==> src/rtl/ryuki_datatypes.sv <==
`default_nettype none
//==============================================================================
// Package     : ryuki_datatypes
// Description : Shared datatypes for the trace path. trace_output is one
//               captured trace element as produced by the upstream tracker.
// Revision    : 1.0 - initial release
//==============================================================================
package ryuki_datatypes;

    typedef struct packed {
        logic [7:0]  tag;
        logic [31:0] payload;
    } trace_output;

endpackage
`default_nettype wire

==> src/rtl/trace_ingress_fifo.sv <==
`default_nettype none
//==============================================================================
// Module      : trace_ingress_fifo
// Description : Show-ahead FIFO between the upstream trace tracker (push
//               strobe) and the downstream tracker (pop strobe). The head
//               entry is held in a register so the consumer samples it on
//               the popping edge. Sticky overflow/underflow flags record
//               dropped pushes and pops requested while empty.
//               Optional statistics (high_water, drop_count) are built only
//               when the macro TRACE_INGRESS_STATS_EN is defined.
// Revision    : 1.0 - initial release
//==============================================================================
module trace_ingress_fifo #(
    parameter int DEPTH       = 8,
    parameter int AFULL_LEVEL = DEPTH - 2
) (
    input  logic                         clk,
    input  logic                         rst,
    input  logic                         ready_signal,
    input  ryuki_datatypes::trace_output trace_element_in,
    input  logic                         data_request,
    output logic                         data_present,
    output ryuki_datatypes::trace_output trace_element_out,
    output logic [$clog2(DEPTH):0]       count,
    output logic                         almost_full,
    output logic                         overflow,
    output logic                         underflow
`ifdef TRACE_INGRESS_STATS_EN
    ,
    output logic [$clog2(DEPTH):0]       high_water,
    output logic [15:0]                  drop_count
`endif
);

    localparam int c_ptr_w = $clog2(DEPTH);
    localparam int c_cnt_w = c_ptr_w + 1;
    localparam logic [c_cnt_w-1:0] c_depth = c_cnt_w'(DEPTH);
    localparam logic [c_cnt_w-1:0] c_afull = c_cnt_w'(AFULL_LEVEL);
    localparam logic [c_cnt_w-1:0] c_one   = c_cnt_w'(1);

    ryuki_datatypes::trace_output mem_q [DEPTH];
    ryuki_datatypes::trace_output head_q, head_d;

    logic [c_ptr_w-1:0] wr_ptr_q, wr_ptr_d;
    logic [c_ptr_w-1:0] rd_ptr_q, rd_ptr_d;
    logic [c_ptr_w-1:0] w_rd_next;
    logic [c_cnt_w-1:0] count_q, count_d;
    logic               data_present_q;
    logic               almost_full_q;
    logic               overflow_q;
    logic               underflow_q;
    logic               w_push;
    logic               w_pop;
    logic               w_drop;

    // Handshake decode, pointer/count next state and head-register selection
    always_comb begin
        w_pop     = data_request & data_present_q;
        // A pop on the same edge frees a slot, so a full FIFO still accepts
        w_push    = ready_signal & ((count_q != c_depth) | w_pop);
        w_drop    = ready_signal & ~w_push;
        w_rd_next = rd_ptr_q + c_ptr_w'(1);

        wr_ptr_d  = w_push ? wr_ptr_q + c_ptr_w'(1) : wr_ptr_q;
        rd_ptr_d  = w_pop  ? w_rd_next : rd_ptr_q;

        count_d = count_q;
        if (w_push && !w_pop) begin
            count_d = count_q + c_one;
        end else if (!w_push && w_pop) begin
            count_d = count_q - c_one;
        end

        // Head follows the oldest live entry; with more than one entry the
        // successor is already stored, otherwise it can only come from the
        // input bus. When the last entry leaves with no push, keep the stale
        // value (data_present drops to qualify it).
        head_d = head_q;
        if (w_pop) begin
            if (count_q != c_one) begin
                head_d = mem_q[w_rd_next];
            end else if (w_push) begin
                head_d = trace_element_in;
            end
        end else if (w_push && (count_q == '0)) begin
            head_d = trace_element_in;
        end
    end

    // Control state: pointers, occupancy, flags and head register
    always_ff @(posedge clk or posedge rst) begin
        if (rst) begin
            wr_ptr_q       <= '0;
            rd_ptr_q       <= '0;
            count_q        <= '0;
            data_present_q <= 1'b0;
            almost_full_q  <= 1'b0;
            overflow_q     <= 1'b0;
            underflow_q    <= 1'b0;
            head_q         <= '0;
        end else begin
            wr_ptr_q       <= wr_ptr_d;
            rd_ptr_q       <= rd_ptr_d;
            count_q        <= count_d;
            data_present_q <= (count_d != '0);
            almost_full_q  <= (count_d >= c_afull);
            overflow_q     <= overflow_q | w_drop;
            underflow_q    <= underflow_q | (data_request & ~data_present_q);
            head_q         <= head_d;
        end
    end

    // Storage array; contents are don't-care after reset since pointers clear
    always_ff @(posedge clk) begin
        if (w_push) begin
            mem_q[wr_ptr_q] <= trace_element_in;
        end
    end

    assign data_present      = data_present_q;
    assign trace_element_out = head_q;
    assign count             = count_q;
    assign almost_full       = almost_full_q;
    assign overflow          = overflow_q;
    assign underflow         = underflow_q;

`ifdef TRACE_INGRESS_STATS_EN
    logic [c_cnt_w-1:0] high_water_q;
    logic [15:0]        drop_count_q;

    // Peak occupancy and saturating count of dropped pushes
    always_ff @(posedge clk or posedge rst) begin
        if (rst) begin
            high_water_q <= '0;
            drop_count_q <= '0;
        end else begin
            if (count_d > high_water_q) begin
                high_water_q <= count_d;
            end
            if (w_drop && (drop_count_q != 16'hFFFF)) begin
                drop_count_q <= drop_count_q + 16'd1;
            end
        end
    end

    assign high_water = high_water_q;
    assign drop_count = drop_count_q;
`endif

endmodule
`default_nettype wire

==> config.mk <==
export PLATFORM = sky130hd
export DESIGN_NAME = trace_ingress_fifo
export DESIGN_NICKNAME = d
export VERILOG_FILES = /design/src/rtl/ryuki_datatypes.sv /design/src/rtl/trace_ingress_fifo.sv
export SDC_FILE = /design/constraint.sdc
export NUM_CORES = 1
export LEC_CHECK = 0
export ABC_CLOCK_PERIOD_IN_PS = 4700
export BUFFER_PORTS_ARGS = -buffer_cell sky130_fd_sc_hd__buf_2
export CAP_MARGIN = 20
export CORE_ASPECT_RATIO = 1.75
export CORE_MARGIN = 2
export CORE_UTILIZATION = 50
export CTS_CLUSTER_DIAMETER = 60
export DETAILED_ROUTE_END_ITERATION = 8
export GPL_ROUTABILITY_DRIVEN = 1
export PLACE_DENSITY = 0.69
export SLEW_MARGIN = 20
export SYNTH_ARGS = -nofsm -noshare
export SYNTH_HDL_FRONTEND = slang
export SYNTH_SLANG_ARGS = --single-unit
==> constraint.sdc <==
create_clock -name clk -period 4.7 [get_ports clk]
set_clock_uncertainty 0.15 [all_clocks]
set_input_delay 0.235 -clock clk [delete_from_list [all_inputs] [get_ports clk]]
set_output_delay 0.235 -clock clk [all_outputs]
set_load 0.02 [all_outputs]
After elaboration in Yosys (flattened, before gate mapping) --
Memory sizes are Yosys's and may differ from the RTL's. Index checks and enable logic that the tools add are counted.
Operators by class: $add $sub $neg 4, $mul 0, div/mod/pow operators 0, order comparisons 1, equal/unequal tests 3, shift-type cells 0, multiplexer cells 8, bitwise logic cells 9, reductions and logical operators 9
Operators by type and width (count):
- 40-bit 2-to-1 mux | 4
- 4-bit 2-to-1 mux | 2
- 3-bit by 1-bit adder with 3-bit output, second input constant | 2
- 4-bit by 1-bit adder with 4-bit output, second input constant | 1
- 1-bit bitwise AND | 4
- 4-bit by 3-bit >= comparator with 1-bit output, second input constant | 1
- 4-bit logical NOT | 1
- 4-bit by 1-bit inequality test with 1-bit output, second input constant | 1
- 4-bit inequality test, second input constant | 1
- 4-bit nonzero test | 1
- 4-bit by 1-bit subtractor with 4-bit output, second input constant | 1
- 1-bit logical AND | 3
- 3-bit by 2-bit inequality test with 1-bit output, second input constant | 1
- 1-bit bitwise OR | 3
- 1-bit logical NOT | 2
- 1-bit 2-to-1 mux | 2
- 1-bit NOT | 2
- 2-bit AND reduction | 1
- 2-bit nonzero test | 1
Storage, ports and cells: flip-flop bits (word level) 54, latch bits 0, memory bits (writable) 320, memory bits (read-only) 0, output and inout bits 48, logic and storage cells 44, memories kept 1
Memories:
- mem_q | depth 8, width 40, rd ports 1, clocked after memory_dff 0, write ports 1, RTL line trace_ingress_fifo.sv:41 | ryuki_datatypes::trace_output mem_q [DEPTH];

Depth between registers and ports, before layout --
depth after elaboration 8, depth in mapped cells 7

Least setup slack after synthesis --
Ideal clock, no wire load.
kind register -> register, from register count_q[0], in the netlist count[0], to memory mem_q[0][0] (netlist bit), enable pin, arrival time 4288 ps, data required time 4063 ps, slack -225 ps, stages on the path, launching flop included 7, buffers on the path 0, clock period less this slack 4925 ps, cell sequence dfrtp_1 inv_1 ha_1 and3b_1 a21boi_0 nand2b_1 nor3_1
Between the ends: word-level cells in the longest chain between the ends 5
RTL lines:
- from (decl) | RTL line trace_ingress_fifo.sv:47 | logic [c_cnt_w-1:0] count_q, count_d;
- from (signal assigned) | RTL line trace_ingress_fifo.sv:104 | count_q <= count_d;
- 4-bit inequality test | RTL line trace_ingress_fifo.sv:60 | w_push = ready_signal & ((count_q != c_depth) | w_pop);
- 1-bit bitwise OR | RTL line trace_ingress_fifo.sv:60
- 1-bit bitwise AND | RTL line trace_ingress_fifo.sv:60
- 1-bit 2-to-1 mux | RTL line trace_ingress_fifo.sv:115 | if (w_push) begin
- 1-bit 2-to-1 mux (implied by the code) | RTL line trace_ingress_fifo.sv:116 | mem_q[wr_ptr_q] <= trace_element_in;
- to (decl) | RTL line trace_ingress_fifo.sv:41
No other way between the ends.

Final worst setup path --
from register count_q[0], in the netlist count[0], to memory mem_q[0][2] (netlist bit), enable pin
Same word-level chain as after synthesis.

==> results.tsv <==
stage	metric	value	unit
critical_path	Worst path slowest cell	nor3_4	
final_layout	Reg area	11000	um^2
critical_path	type of origin of the critical path	flip-flop	
cts	number of gates resized after cts	0	
sta	Slew @ Worst Pin	1.11	ns
final_layout	Final Cell Area	17700	um^2
global_route	Total GRT Usage	0.213	
placed_design	Post-DP Area	16100	um^2
floorplanning	die area	31700	um^2
final_layout	Ant. Diodes	0	
synthesis	ys async rst share	0.144	
critical_path	Worst setup startpoint	count[0]	
hold_path	worst hold start	ready_signal	
global_route	first-pass GRT wire length	50.9	mm
floorplanning	io pins	92	
cts	CTS tree	done	
drt	post-route ant nets	0	
synthesis	syn_nets	958	
sta	Setup-failing EPs final	0	
critical_path	worst-case reg-to-reg path depth	7	
global_route	initial antenna violation count	0	
cts	Root Buffer	clkbuf_16	
drt	# DRC	0	
cts	Post-CTS Setup Inserts	0	
critical_path	Critical Path Fanout Max	18	
critical_path	Crit Path Category	flip-flop to flip-flop	
synthesis	count leader, synth	edfxtp_1	
floorplanning	Site Rows	84	
hold_path	Worst Hold End	overflow	
final_layout	final net count	1094	
floorplanning	Initial Util	0.505	
global_route	grt total ovfl	0	
critical_path	Crit path max-delay family	simple AND/OR/NAND/NOR gates	
floorplanning	CORE AREA	30000	um^2
critical_path	Required @ worst endpoint	4.77	ns
critical_path	WP buf/inv	2	
hold_path	Hold Path Cell Cnt	2	
synthesis	Synth Warn #	0	
floorplanning	DIE WIDTH	135	um
synthesis	Syn Inst Count	909	
sta	setup TNS	0	ns
pwr	Leak	6.42	nW
sta	final hold viol count	0	
final_layout	fraction of layout cells with a size suffix above 1	0.205	
pwr	Cell Pwr Density	701	nW/um^2
hold_path	Hold Crit Class	primary input to flip-flop	
final_layout	multi-input logic area	3810	um^2
sta	ratio of final minimum period to clock period	0.734	
cts	clk slew on worst S/H paths	0.06	ns
global_route	largest net degree at the start of global routing	64	
placed_design	hpwl dp	18.2	mm
synthesis	register area share after synthesis	0.724	
sta	Max Clk Rate	290	MHz
cts	clk_lat worst skew	0.52	ns
critical_path	Worst Path Arrival	3.52	ns
critical_path	Reg-to-Reg Start	count[0]	
sta	crit path time final	3.45	ns
synthesis	synthesized area per cell	16.6	um^2
critical_path	CP peak stage delay	0.89	ns
synthesis	Most used DFF post-synth	edfxtp_1	
final_layout	Fillers	2199	
synthesis	FF+latch count, synth	374	
cts	clk sinks	374	
synthesis	Distinct cells, synth	40	
drt	vias	8412	
critical_path	CP Capture Type	flip-flop	
flow_run	max-cap viol count	0	
sta	RSZ-0062 raised after global routing	no	
sta	slew margin rel.	0.260	
sta	hold_ws	0.0174	ns
cts	cts bufs inserted	34	
status	status	finished, final reports clean	
critical_path	reg2reg end	mem_q[0][2]	
synthesis	most frequent cells after synthesis	edfxtp_1, mux2i_1, dfrtp_1, nor2_1, inv_1	
drt	routed len/inst	22.4	um
final_layout	fin util	0.590	
cts	Bufs on Longest Clock Path	3	
drt	initial drt markers	624	
final_layout	Layout area overhead	16.9	%
drt	vias per inst	5.77	
sta	Slew Limit Fails	0	
synthesis	Yosys top cell area share	0.635	
pwr	VDD IR-drop max	0.793	mV
cts	Post-CTS Hold Buffers	42	
synthesis	number of synthesized flops with an enable pin	320	
floorplanning	Die Height	234	um
synthesis	Synth area leader	edfxtp_1	
synthesis	cell area after synthesis	15100	um^2
critical_path	Worst R2R Setup Slack	1.25	ns
drt	drt first pass iters	5	
cts	Max H-tree Level	2	
global_route	vias in the first global route	8841	
critical_path	CP cell instances	inv_1, ha_1, and3b_1, a21boi_0, nand2b_1, nor3_4, buf_4	
synthesis	Area contributors post-synth	edfxtp_1, dfrtp_1, mux2i_1	
placed_design	Buffers on Ports	91	
drt	Post-Route WL	32.7	mm
placed_design	RD Place Congestion	0.779	
[worst max-delay path by stage]
| stage | end | slack (ns) | cells after the start |
|---|---|---|---|
| detailed placement | mem_q[0][36] | 1.21 | 7 |
| global placement | mem_q[0][1] | 1.24 | 7 |
| floorplan | mem_q[6][0] | 0.84 | 6 |
| global route | mem_q[0][4] | 0.89 | 7 |
| CTS | mem_q[0][4] | 1.20 | 7 |
| finish | mem_q[0][2] | 1.25 | 7 |
[per-layer routing]
layer	part of all wire	global-route usage
met3	0.043	0.0262
met5	0	0
met1	0.38	0.260
met2	0.54	0.388
met4	0.032	0.0804
[logic make-up (layout without fill, tap and decap cells)]
logic type               after synthesis  count (layout)  share of synthesized area
flip-flops                           374             374                      0.724
AND/OR/NAND/NOR                      120             120                     0.0398
buffers and inverters                103             265                     0.0307
AO/OA/AOI/OAI                        179             179                      0.116
XOR/XNOR                               7               7                    0.00455
multiplexers                         121             121                     0.0801
adder cells (fa/ha/maj)                5               5                    0.00413
[layout make-up]
cell class / instances / share of cell area
multi-input cells: 432 / 0.215
clock buffers: 50 / 0.0557
inverters: 45 / 0.00955
well taps: 387 / 0.0274
flip-flops and latches: 374 / 0.620
repair buffers: 158 / 0.0630
clock inverters: 12 / 0.00906
[worst register-to-register path: stages, from the launching register on]
cell and delay (ns):
dfrtp_1 0.46, inv_1 0.07, ha_1 0.26, and3b_1 0.21
a21boi_0 0.37, nand2b_1 0.35, nor3_4 0.90, buf_4 0.38
[per-stage QoR]
stage          power [mW]  worst slack, ns  cells
5_1_grt              13.0            0.893   1458
6_report             12.4             1.25   1458
2_1_floorplan        8.19            0.845    909
4_1_cts              12.5             1.20   1458
3_5_place_dp         9.63             1.21   1354
3_3_place_gp         9.53             1.24   1354
[power breakdown]
part	total (mW)	leakage (nW)	internal [mW]	switching [mW]
clock network	2.84	0.558	1.68	1.16
registers	4.54	3.53	4.24	0.301
logic	5.00	2.33	1.92	3.08
total	12.4	6.42	7.85	4.54
[placed cells by master, fill, tap and decap left out, types with 2 or more instances in the layout]
cell / synthesis / layout
edfxtp_1: 320 / 320
mux2i_1: 121 / 121
buf_2: 28 / 91
dfrtp_1: 54 / 53
inv_1: 45 / 44
dlygate4sd3_1: 0 / 42
nor2_1: 48 / 41
a211oi_1: 41 / 41
a22oi_1: 40 / 40
nor2b_1: 40 / 40
a221o_1: 40 / 40
a2111oi_2: 38 / 38
clkbuf_16: 0 / 37
buf_4: 1 / 21
nand2_1: 13 / 13
clkbuf_1: 23 / 12
nor2_4: 0 / 7
a21o_1: 4 / 4
xnor2_1: 4 / 4
ha_1: 5 / 4
clkinv_2: 0 / 4
bufinv_16: 0 / 4
buf_12: 0 / 4
a21boi_0: 3 / 3
o211ai_1: 3 / 3
nand2b_1: 3 / 3
clkinv_1: 0 / 3
xor2_1: 2 / 2
and2_2: 0 / 2
a2111oi_4: 2 / 2
a21oi_1: 2 / 2
and3b_1: 2 / 2
o21ai_0: 2 / 2
nand3_1: 2 / 2
nand4_1: 2 / 2
or4_1: 2 / 2
nor3_4: 0 / 2
[state kept, by name, indices dropped and copies added (netlist names)]
| name | count |
|---|---|
| almost_full | 1 |
| overflow | 1 |
| underflow | 1 |
| count | 4 |
| data_present | 1 |
| wr_ptr_q | 3 |
| rd_ptr_q | 3 |
| mem_q | 320 |
| trace_element_out | 40 |
Note: power is estimated with default switching activity, not from simulation.
